[src/rtl/mem_arb_pkg.sv]
// Shared definitions for the unified-memory arbiter.
//   Owner tags name the requester a read response belongs to; OWN_NONE
//   marks an empty pipeline slot (idle cycle or write).
//   arb_state_t is the lock FSM state: normal arbitration or debug-exclusive.
package mem_arb_pkg;

    localparam logic [1:0] OWN_NONE = 2'd0;
    localparam logic [1:0] OWN_I    = 2'd1;
    localparam logic [1:0] OWN_D    = 2'd2;
    localparam logic [1:0] OWN_G    = 2'd3;

    typedef enum logic {
        ST_NORMAL = 1'b0,
        ST_LOCK   = 1'b1
    } arb_state_t;

endpackage

[src/rtl/mem_arb_tag_pipe.sv]
// Owner-tag delay line matching the memory read latency.
//   clk, reset : clock, asynchronous active-high reset (clears all stages)
//   tag_in     : owner tag of the command issued this cycle (OWN_NONE if none/write)
//   tag_out    : tag whose read data is on m_rdata this cycle
//   empty      : no read is in flight in any stage
module mem_arb_tag_pipe
    import mem_arb_pkg::*;
#(
    parameter int MEM_LAT = 1
) (
    input  logic       clk,
    input  logic       reset,
    input  logic [1:0] tag_in,
    output logic [1:0] tag_out,
    output logic       empty
);

    logic [1:0] stage [MEM_LAT];

    always_ff @(posedge clk or posedge reset) begin
        if (reset) begin
            for (int i = 0; i < MEM_LAT; i++) begin
                stage[i] <= OWN_NONE;
            end
        end else begin
            stage[0] <= tag_in;
            for (int i = 1; i < MEM_LAT; i++) begin
                stage[i] <= stage[i-1];
            end
        end
    end

    assign tag_out = stage[MEM_LAT-1];

    always_comb begin
        empty = 1'b1;
        for (int i = 0; i < MEM_LAT; i++) begin
            if (stage[i] != OWN_NONE) empty = 1'b0;
        end
    end

endmodule

[src/rtl/mem_arbiter.sv]
// Three-way arbiter in front of a single-port unified memory.
//   Requesters: I (instruction fetch, read only), D (load/store), G (debug/loader).
//   Each requester: *_req / *_addr (+ *_we / *_wdata for D, G) in; *_gnt
//   (same-cycle accept), *_rvalid / *_rdata (read response) out.
//   g_lock / g_locked : debug exclusive-access request / active.
//   m_en, m_addr, m_we, m_wdata : memory command; m_rdata returns MEM_LAT
//   cycles after a read (MEM_LAT legal range 1..4).
//
//   state     | meaning
//   ----------+-------------------------------------------------------------
//   ST_NORMAL | G > D > I, fetch forced through after STARVE_MAX denials;
//             | while g_lock is high I/D are held off until reads drain
//   ST_LOCK   | only G is granted; leaves the cycle after g_lock is seen low
module mem_arbiter
    import mem_arb_pkg::*;
#(
    parameter int AW         = 32,
    parameter int DW         = 32,
    parameter int MEM_LAT    = 1,
    parameter int STARVE_MAX = 8
) (
    input  logic            clk,
    input  logic            reset,

    input  logic            i_req,
    input  logic [AW-1:0]   i_addr,
    output logic            i_gnt,
    output logic            i_rvalid,
    output logic [DW-1:0]   i_rdata,

    input  logic            d_req,
    input  logic [AW-1:0]   d_addr,
    input  logic [DW/8-1:0] d_we,
    input  logic [DW-1:0]   d_wdata,
    output logic            d_gnt,
    output logic            d_rvalid,
    output logic [DW-1:0]   d_rdata,

    input  logic            g_req,
    input  logic            g_lock,
    input  logic [AW-1:0]   g_addr,
    input  logic [DW/8-1:0] g_we,
    input  logic [DW-1:0]   g_wdata,
    output logic            g_gnt,
    output logic            g_rvalid,
    output logic [DW-1:0]   g_rdata,
    output logic            g_locked,

    output logic            m_en,
    output logic [AW-1:0]   m_addr,
    output logic [DW/8-1:0] m_we,
    output logic [DW-1:0]   m_wdata,
    input  logic [DW-1:0]   m_rdata
);

    localparam int SW = $clog2(STARVE_MAX + 1);

    arb_state_t    state;
    logic [SW-1:0] starve_cnt;
    logic [1:0]    grant_own;
    logic [1:0]    tag_in;
    logic [1:0]    out_tag;
    logic          pipe_empty;
    logic          id_blocked;
    logic          i_ok;
    logic          d_ok;
    logic          starved;
    logic [DW-1:0] i_rdata_q;
    logic [DW-1:0] d_rdata_q;
    logic [DW-1:0] g_rdata_q;
    logic          unused_addr_lsbs;

    // Memory is word addressed; byte lanes come from the write enables.
    assign unused_addr_lsbs = ^{i_addr[1:0], d_addr[1:0], g_addr[1:0]};

    // I/D are held off for the whole lock request, not only while draining,
    // so no new read can slip into the pipeline just before entering LOCK.
    always_comb begin
        id_blocked = (state == ST_LOCK) || g_lock;
        i_ok       = i_req && !id_blocked;
        d_ok       = d_req && !id_blocked;
        starved    = i_ok && (starve_cnt == SW'(STARVE_MAX));
        grant_own  = OWN_NONE;
        if (reset)       grant_own = OWN_NONE;
        else if (starved) grant_own = OWN_I;
        else if (g_req)  grant_own = OWN_G;
        else if (d_ok)   grant_own = OWN_D;
        else if (i_ok)   grant_own = OWN_I;
    end

    assign i_gnt = (grant_own == OWN_I);
    assign d_gnt = (grant_own == OWN_D);
    assign g_gnt = (grant_own == OWN_G);
    assign m_en  = i_gnt | d_gnt | g_gnt;

    always_comb begin
        m_addr  = '0;
        m_we    = '0;
        m_wdata = '0;
        tag_in  = OWN_NONE;
        case (grant_own)
            OWN_I: begin
                m_addr = {i_addr[AW-1:2], 2'b00};
                tag_in = OWN_I;
            end
            OWN_D: begin
                m_addr  = {d_addr[AW-1:2], 2'b00};
                m_we    = d_we;
                m_wdata = d_wdata;
                if (d_we == '0) tag_in = OWN_D;
            end
            OWN_G: begin
                m_addr  = {g_addr[AW-1:2], 2'b00};
                m_we    = g_we;
                m_wdata = g_wdata;
                if (g_we == '0) tag_in = OWN_G;
            end
            default: ;
        endcase
    end

    always_ff @(posedge clk or posedge reset) begin
        if (reset) begin
            state      <= ST_NORMAL;
            g_locked   <= 1'b0;
            starve_cnt <= '0;
        end else begin
            if (i_req && !i_gnt) begin
                if (starve_cnt != SW'(STARVE_MAX)) starve_cnt <= starve_cnt + SW'(1);
            end else begin
                starve_cnt <= '0;
            end
            case (state)
                ST_NORMAL: begin
                    if (g_lock && pipe_empty) begin
                        state    <= ST_LOCK;
                        g_locked <= 1'b1;
                    end
                end
                ST_LOCK: begin
                    if (!g_lock) begin
                        state      <= ST_NORMAL;
                        g_locked   <= 1'b0;
                        starve_cnt <= '0;
                    end
                end
                default: state <= ST_NORMAL;
            endcase
        end
    end

    mem_arb_tag_pipe #(.MEM_LAT(MEM_LAT)) u_tag_pipe (
        .clk     (clk),
        .reset   (reset),
        .tag_in  (tag_in),
        .tag_out (out_tag),
        .empty   (pipe_empty)
    );

    assign i_rvalid = (out_tag == OWN_I);
    assign d_rvalid = (out_tag == OWN_D);
    assign g_rvalid = (out_tag == OWN_G);

    // Pass-through on the response cycle, otherwise hold the last value.
    assign i_rdata = i_rvalid ? m_rdata : i_rdata_q;
    assign d_rdata = d_rvalid ? m_rdata : d_rdata_q;
    assign g_rdata = g_rvalid ? m_rdata : g_rdata_q;

    always_ff @(posedge clk or posedge reset) begin
        if (reset) begin
            i_rdata_q <= '0;
            d_rdata_q <= '0;
            g_rdata_q <= '0;
        end else begin
            if (i_rvalid) i_rdata_q <= m_rdata;
            if (d_rvalid) d_rdata_q <= m_rdata;
            if (g_rvalid) g_rdata_q <= m_rdata;
        end
    end

endmodule

[config.mk]
export PLATFORM = sky130hd
export DESIGN_NAME = mem_arbiter
export DESIGN_NICKNAME = d
export VERILOG_FILES = /design/src/rtl/mem_arb_pkg.sv /design/src/rtl/mem_arb_tag_pipe.sv /design/src/rtl/mem_arbiter.sv
export SDC_FILE = /design/constraint.sdc
export NUM_CORES = 1
export LEC_CHECK = 0
export CAP_MARGIN = 40
export CORE_AREA = 2 2 148 150
export CTS_BUF_LIST = sky130_fd_sc_hd__clkbuf_16
export DETAILED_ROUTE_END_ITERATION = 8
export DIE_AREA = 0 0 150 152
export HOLD_SLACK_MARGIN = 0.12
export PLACE_DENSITY_LB_ADDON = 0.12
export SYNTH_ARGS = -nofsm -noshare
export SYNTH_HDL_FRONTEND = slang
export SYNTH_HIERARCHICAL = 1
export SYNTH_SLANG_ARGS = --single-unit
[constraint.sdc]
create_clock -name clk -period 14.28 [get_ports clk]
set_clock_uncertainty 0.05 [all_clocks]
set_input_delay 3.57 -clock clk [delete_from_list [all_inputs] [get_ports clk]]
set_output_delay 3.57 -clock clk [all_outputs]
set_load 0.02 [all_outputs]
==> results.yml, run 1 <==
run_status:
  status: "finished clean"
timing:
  hold-worst-slack_ns: 0.448
  slew_viol_final: 0
  rsz0062_at_grt: "no"
  setup-violations-final: 0
  max_freq_mhz: 94.4
  setup_tns_ns: 0
  max_slew_margin_pct: 47.1
  hold_violations: 0
  fin_crit_sh_pct: 74.2
  min_period_ns: 10.59
  tightest_slew_ns: 0.782
finish:
  layout-drive-gt1-share_pct: 18.3
  final_common_cell: "clkdlybuf4s50_1"
  finish.utilization_pct: 45.7
  area_growth_syn_to_layout_pct: 78.3
  antenna_cells: 0
  final_cells: 1158
  fillers: 2045
  multi_input_area_sq_um: 2640
  nets: 1081
  ff_latch_area_sq_um: 2600
  final_cell_mix: "clkdlybuf4s50_1, nand2_1, dfrtp_1"
global_routing:
  antenna_found_initial: 0
  gr-total-overflow: 0
  grt_max_degree: 68
  grt.total_usage_pct: 18.0
  grt_pass1_vias: 5541
  grt_first_pass_wirelength_um: 31600
critical_path:
  crit_arrival_ns: 6.97
  critPathLaunchType: "input pin"
  critPathMaxFanout: 39
  end_kind: "primary output"
  worstPathRequired_ns: 10.66
  critPathKind: "input pin to primary output"
detailed_routing:
  vias: 5305
  drt_wl_total_um: 21000
  ant_nets: 0
  drtIter0Drc: 165
  wl_per_cell_um: 18.1
  drc: 0
  vias_per_cell: 4.58
  first_pass_iters: 4
clock_tree:
  cts_resized: 0
  clockBufferDepth: 2
  cts_setup_buffers: 0
  cts_hold_buf: 0
  cts.sinks: 104
  clkLatencyLatePin_ns: 0.35
  clk_pin_slew_ns: 0.07
  cts_buffers: 9
  cts_tree: "done"
  h-tree-depth: 3
  cts-root-buf: "clkbuf_16"
yosys:
  synth_edf_count: 0
  syn_avg_cell_area_sq_um: 10.4
  synth_seq_cells: 104
  ys.flop_type: "dfrtp_1"
  yosysWarnings: 6
  netlist_area_sq_um: 5470
  yosys.cell_types.count: 34
  ys_seq_area_share_pct: 47.6
  ys_async_sr_fraction_pct: 100
  syn_inst: 524
power_and_ir_drop:
  total_power_mw: 1.02
  power_density_nw_per_um2: 105
  p_leak_nw: 3.89
  ir_worst_vdd_uv: 54.1
place:
  place.gp.congestion: 0.885
  hpwl_um: 16600
  io_buffers: 369
  place_inst: 1142
floorplanning:
  core_area_sq_um: 21400
  pin_count: 378
  initial_core_util_pct: 25.6
  die_w_um: 150
  die_area_sq_um: 22800
  row_count: 54
  die_h_um: 152
worst_hold_path:
  min_path_type: "register to register"
flow_run:
  max-cap-violations: 0
[path summary, 6_finish.rpt]
kind	from	end	slack, ns	cells after the start
setup / recovery	g_lock	m_addr[5]	3.69	7
hold / removal	i_rdata_q[31]	i_rdata_q[31]	0.45	1
setup reg to reg	state	u_tag_pipe/tag_out[1]	11.68	5
hold reg to reg	i_rdata_q[31]	i_rdata_q[31]	0.45	1
max in group asynchronous	reset	i_rdata_q[1]	9.45	4
min in group asynchronous	reset	u_tag_pipe/tag_out[1]	3.59	2
[cell families (layout without fill, tap and decap cells)]
group | count (synthesis) | count (layout) | synth area share, %
buffers and inverters | 52 | 405 | 4.69
flip-flops | 104 | 104 | 47.6
AND/OR/NAND/NOR | 190 | 190 | 13.8
multiplexers | 97 | 97 | 20.0
XOR/XNOR | 2 | 2 | 0.320
other | 1 | 2 | 0.0686
AO/OA/AOI/OAI | 76 | 76 | 13.1
adder cells (fa/ha/maj) | 2 | 2 | 0.458
[state kept, by name, summed over array words and instances (netlist names)]
register	cells
d_rdata_q	32
g_locked	1
g_rdata_q	32
i_rdata_q	32
starve_cnt	4
state	1
u_tag_pipe/tag_out	2
[report_power, final]
| part | switching [mW] | internal, mW |
|---|---|---|
| clock | 0.117 | 0.122 |
| sequential | 0.0136 | 0.349 |
| combinational | 0.202 | 0.216 |
| total | 0.333 | 0.686 |
[area by class of cell]
class,instances,share of cell area (%)
sequential,104,26.7
tap,280,3.59
clock buffer,9,2.31
multi-input combinational,369,27.1
inverter,10,0.411
clock inverter,7,0.667
timing repair buffer,379,39.2
[routing by layer]
layer | up-vias | routed length [um] | GRT usage, % | part of all wire, %
met5 | - | 0 | 0 | 0
met4 | 0 | 567 | 6.69 | 2.7
met3 | 30 | 1930 | 5.29 | 9.2
met2 | 247 | 11000 | 33.0 | 52
met1 | 2540 | 7480 | 19.2 | 36
li1 | 2488 | - | - | -
[through the flow]
step	setup WS (ns)	area [sq um]
final	3.69	9750
after global routing	3.52	9750
after CTS	3.64	9750
after detailed placement	3.65	9460
after global placement	3.67	9380
after floorplan	3.48	5470
[critical path: stages]
cell	delay [ns]
clkdlybuf4s50_1	0.54
nor4b_1	0.71
or2_2	0.61
buf_4	0.46
nand2_1	0.12
a311oi_2	0.26
clkdlybuf4s50_1	0.70
[cells in the mapped netlist, types with 3 or more instances]
library cell	n	area, sq um
buf_1	3	11.3
nor2_1	39	146
buf_4	7	52.6
dfrtp_1	104	2600
a311oi_2	30	450
buf_2	10	50.1
a21oi_1	38	190
nand2_1	138	518
mux2_2	97	1090
buf_6	3	33.8
inv_1	10	37.5
clkbuf_1	19	71.3
No activity file was read; power rests on OpenSTA's default activity.
==> run 2: changes to the inputs <==
--- a/config.mk
+++ b/config.mk
@@ -6,10 +6,10 @@
 export NUM_CORES = 1
 export LEC_CHECK = 0
 export CAP_MARGIN = 40
-export CORE_AREA = 2 2 148 150
+export CORE_AREA = 2 2 146 148
 export CTS_BUF_LIST = sky130_fd_sc_hd__clkbuf_16
 export DETAILED_ROUTE_END_ITERATION = 8
-export DIE_AREA = 0 0 150 152
+export DIE_AREA = 0 0 148 150
 export HOLD_SLACK_MARGIN = 0.12
 export PLACE_DENSITY_LB_ADDON = 0.12
 export SYNTH_ARGS = -nofsm -noshare
==> constraint.sdc (replaced) <==
create_clock -name clk -period 8.62 [get_ports clk]
set_clock_uncertainty 0.05 [all_clocks]
set_input_delay 2.155 -clock clk [delete_from_list [all_inputs] [get_ports clk]]
set_output_delay 2.155 -clock clk [all_outputs]
set_load 0.02 [all_outputs]
==> run 2 against run 1 <==
Routed wire length rose by 0.27%. Register-to-register slack got worse by 5.4 ns. Clock-buffer cell count did not move. Final area rose by 0.14%. Worst hold slack got worse by 0.0034 ns. Sequential power rose by 66%. Non-clock buffer count did not move. Highest routed layer is now met5.
==> results.yml, run 2 (synthesized netlist as in run 1, its figures left out) <==
power_and_ir_drop:
  p_comb_share_pct: 41.2
  swShare_pct: 32.4
  power_density_nw_per_um2: 172
  clockPowerShare_pct: 23.2
  sequentialPowerShare_pct: 35.7
  total_power_mw: 1.68
  ir_worst_vdd_uv: 89.2
  p_int_mw: 1.14
  p_leak_nw: 3.89
  net-switching-power_mw: 0.546
critical_path:
  end_kind: "primary output"
  critPathLaunchType: "input pin"
  worstPathRequired_ns: 6.42
  critPathKind: "input pin to primary output"
  regToRegSetupSlack_ns: 6.25
  r2r_cells: 4
  critPathMaxFanout: 42
  crit_arrival_ns: 5.43
timing:
  min_period_ns: 7.63
  fin_crit_sh_pct: 88.5
  setup-violations-final: 0
  rsz0062_at_grt: "no"
  max_freq_mhz: 131
  tightest_slew_ns: 0.878
  setup_tns_ns: 0
  fin_ws_ns: 0.988
  slew_viol_final: 0
  max_slew_margin_pct: 41.5
  hold_violations: 0
clock_tree:
  cts_tree: "done"
  cts_resized: 0
  cts_buffers: 9
  clk_pin_slew_ns: 0.08
  h-tree-depth: 3
  cts.sinks: 104
  cts_hold_buf: 0
  cts-root-buf: "clkbuf_16"
  clockBufferDepth: 2
  clkLatencyLatePin_ns: 0.34
  cts_setup_buffers: 0
finish:
  reg_top3: "d_rdata_q (32), g_rdata_q (32), i_rdata_q (32)"
  finish.utilization_pct: 47.2
  final_cell_mix: "clkdlybuf4s50_1, nand2_1, dfrtp_1"
  area_growth_syn_to_layout_pct: 78.5
  nets: 1081
  fillers: 1951
  final_common_cell: "clkdlybuf4s50_1"
  layout-drive-gt1-share_pct: 18.2
worst_hold_path:
  min_path_type: "register to register"
  hold_depth: 1
place:
  hpwl_um: 16900
  dp_slack_ns: 1.00
  place.gp.congestion: 0.871
  io_buffers: 369
detailed_routing:
  first_pass_iters: 4
  vias_per_cell: 4.54
  drtIter0Drc: 115
  wl_per_cell_um: 18.3
  vias: 5236
  drc: 0
  drt_wl_total_um: 21100
  ant_nets: 0
floorplanning:
  die_area_sq_um: 22200
  core_area_sq_um: 20700
  row_count: 53
  die_w_um: 148
  die_h_um: 150
  pin_count: 378
  initial_core_util_pct: 26.4
run_status:
  status: "finished clean"
global_routing:
  grt_max_degree: 61
  antenna_found_initial: 3
  grt_first_pass_wirelength_um: 31100
  grt_pass1_vias: 5479
  grt.total_usage_pct: 18.3
  gr-total-overflow: 0
flow_run:
  max-cap-violations: 0
[run 2: metal layers]
layer / track usage [%] / routed length (um) / vias to the layer above / part of all wire, %
met5: 0 / 13 / - / 0.062
met4: 6.43 / 513 / 2 / 2.4
met3: 6.74 / 1940 / 30 / 9.2
met2: 32.9 / 10800 / 220 / 51
met1: 19.7 / 7840 / 2490 / 37
li1: - / - / 2494 / -
[run 2: critical path: stages]
cell	delay, ns
clkdlybuf4s50_1	0.54
nor4b_1	0.71
or2_2	0.82
buf_12	0.25
nand2_1	0.07
a21oi_1	0.19
clkdlybuf4s50_1	0.65
[run 2: final timing paths]
check / start / end
worst max-delay path: g_lock / m_wdata[29]
worst min-delay path: d_rdata_q[9] / d_rdata_q[9]
worst max register to register: state / u_tag_pipe/tag_out[1]
worst min register to register: d_rdata_q[9] / d_rdata_q[9]
max in group asynchronous: reset / g_rdata_q[9]
min in group asynchronous: reset / u_tag_pipe/tag_out[0]
[run 2: stage by stage]
step / hold slack (ns) / cells / area (sq um)
2_1_floorplan: 0.468 / 525 / 5470
3_3_place_gp: 0.429 / 1134 / 9390
3_5_place_dp: 0.433 / 1137 / 9470
4_1_cts: 0.452 / 1153 / 9760
5_1_grt: 0.457 / 1154 / 9760
6_report: 0.445 / 1154 / 9760
[run 2: final cells by class]
class / count / area (sq um) / area share [%]
clock buffer: 9 / 225 / 2.31
sequential: 104 / 2600 / 26.7
tap: 275 / 344 / 3.52
timing repair buffer: 379 / 3840 / 39.3
inverter: 10 / 40.0 / 0.410
multi-input combinational: 369 / 2640 / 27.1
clock inverter: 7 / 65.1 / 0.666
antenna: 1 / 2.50 / 0.0256
[run 2: power by group through the flow]
stage | Combinational [mW] | Sequential (mW) | Clock [mW]
2_1_floorplan | 0.337 | 0.603 | 0
3_3_place_gp | 0.689 | 0.605 | 0
3_5_place_dp | 0.701 | 0.612 | 0
4_1_cts | 0.703 | 0.602 | 0.409
5_1_grt | 0.735 | 0.610 | 0.424
6_report | 0.693 | 0.601 | 0.390
==> run 3: changes to the inputs <==
--- a/config.mk
+++ b/config.mk
@@ -12,6 +12,7 @@
 export DIE_AREA = 0 0 148 150
 export HOLD_SLACK_MARGIN = 0.12
 export PLACE_DENSITY_LB_ADDON = 0.12
+export RECOVER_POWER = 25
 export SYNTH_ARGS = -nofsm -noshare
 export SYNTH_HDL_FRONTEND = slang
 export SYNTH_HIERARCHICAL = 1
==> run 3 against run 2 <==
Register-to-register slack barely moved. Worst hold slack worse by 0.0065 ns. Core utilization barely moved. Worst setup slack got worse by 0.094 ns. Non-clock buffer count unchanged. Die area stayed put. Via count grew 0.27%. Total power fell by 0.58%. Global-route usage stayed put. Critical endpoint unchanged. Largest power group unchanged.
==> results.yml, run 3 (synthesized netlist as in run 1, its figures left out) <==
run_status:
  status: "finished clean"
flow_run:
  max-cap-violations: 0
critical_path:
  crit_arrival_ns: 5.52
  end_kind: "primary output"
  critPathMaxFanout: 42
  critPathKind: "input pin to primary output"
  regToRegSetupSlack_ns: 6.25
  worstPathRequired_ns: 6.42
  critPathLaunchType: "input pin"
  r2r-start: "state"
  r2r_cells: 4
  r2r_end: "u_tag_pipe/tag_out[1]"
global_routing:
  antenna_found_initial: 4
  gr-usage-met2_pct: 32.9
  grt.met3_usage_pct: 6.74
  grt.busiest_layer: "met2"
  gr-total-overflow: 0
  use_met1_pct: 19.7
  grt.total_usage_pct: 18.3
  grt_first_pass_wirelength_um: 31100
  grt_pass1_vias: 5479
  grt_max_degree: 61
detailed_routing:
  drt_wl_total_um: 21100
  vias: 5250
  drc: 0
  first_pass_iters: 4
  wl_per_cell_um: 18.2
  ant_nets: 0
  drtIter0Drc: 111
  vias_per_cell: 4.55
clock_tree:
  cts-root-buf: "clkbuf_16"
  clkLatencyLatePin_ns: 0.35
  cts_buffers: 9
  cts_setup_buffers: 0
  clk_pin_slew_ns: 0.07
  cts.sinks: 104
  cts_hold_buf: 0
  h-tree-depth: 3
  clockBufferDepth: 2
  cts_resized: 0
  cts_tree: "done"
power_and_ir_drop:
  ir_worst_vdd_uv: 89.4
  p_leak_nw: 3.91
  power_density_nw_per_um2: 171
floorplanning:
  core_area_sq_um: 20700
  die_w_um: 148
  initial_core_util_pct: 26.4
  die_area_sq_um: 22200
  die_h_um: 150
  pin_count: 378
  row_count: 53
finish:
  final_common_cell: "clkdlybuf4s50_1"
  nets: 1081
  final_cell_mix: "clkdlybuf4s50_1, nand2_1, dfrtp_1"
  finish.utilization_pct: 47.2
  area_growth_syn_to_layout_pct: 78.6
  layout-drive-gt1-share_pct: 15.5
  reg_top3: "d_rdata_q (32), g_rdata_q (32), i_rdata_q (32)"
  fillers: 1954
worst_hold_path:
  min_path_type: "register to register"
  hold_depth: 1
  min_from: "i_rdata_q[22]"
  hold_end: "i_rdata_q[22]"
place:
  place.gp.congestion: 0.871
  io_buffers: 369
  hpwl_um: 16900
timing:
  setup-violations-final: 0
  slew_viol_final: 0
  tightest_slew_ns: 0.879
  max_freq_mhz: 129
  fin_crit_sh_pct: 89.6
  min_period_ns: 7.73
  hold_violations: 0
  max_slew_margin_pct: 41.4
  setup_tns_ns: 0
  rsz0062_at_grt: "no"
## run 3: changes by cell type in the layout (fill, tap and decap cells not counted)
cell,change
clkdlybuf4s50_1,-34
dlygate4sd3_1,+34
mux2_1,+24
mux2_2,-24
diode_2,+1
## run 3: worst max-delay path by stage
stage | start | slack (ns) | end | depth (start not counted)
floorplan | reset | 0.65 | m_addr[10] | 4
global placement | g_lock | 1.09 | m_wdata[5] | 7
detailed placement | g_lock | 1.0 | m_wdata[14] | 7
CTS | g_lock | 0.99 | m_wdata[14] | 7
global route | g_lock | 0.72 | m_wdata[29] | 7
finish | g_lock | 0.89 | m_wdata[29] | 7
## run 3: power by group
group          leakage (nW)  switching, mW  internal (mW)  total (mW)
Sequential             1.24         0.0220          0.578       0.600
Clock                 0.139          0.189          0.202       0.391
Combinational          2.53          0.335          0.348       0.683
Total                  3.91          0.546           1.13        1.67
## run 3: metal layers
metal	share of wire [%]	wire length, um
met1	37	7840
met2	51	10800
met3	9.3	1960
met4	2.2	465
met5	0.062	13
## run 3: cell type report
class	count	area (sq um)	share of cell area, %
clock buffers	9	225	2.31
well taps	275	344	3.52
repair buffers	379	3840	39.3
multi-input cells	369	2640	27.1
inverters	10	40.0	0.410
flip-flops and latches	104	2600	26.7
diodes	2	5.00	0.0513
clock inverters	7	65.1	0.666
## run 3: through the flow
| stage | worst slack [ns] | instance area [sq um] | cells | power (mW) | hold WS (ns) |
|---|---|---|---|---|---|
| finish | 0.894 | 9760 | 1155 | 1.67 | 0.438 |
| global route | 0.723 | 9760 | 1155 | 1.76 | 0.457 |
| CTS | 0.993 | 9760 | 1153 | 1.71 | 0.452 |
| detailed placement | 1.00 | 9470 | 1137 | 1.31 | 0.433 |
| global placement | 1.09 | 9390 | 1134 | 1.29 | 0.429 |
| floorplan | 0.650 | 5470 | 525 | 0.939 | 0.468 |
## run 3: critical path, cell delays in order
cell	delay, ns
dlygate4sd3_1	0.65
nor4b_1	0.70
or2_2	0.82
buf_12	0.25
nand2_1	0.07
a21oi_1	0.19
clkdlybuf4s50_1	0.66
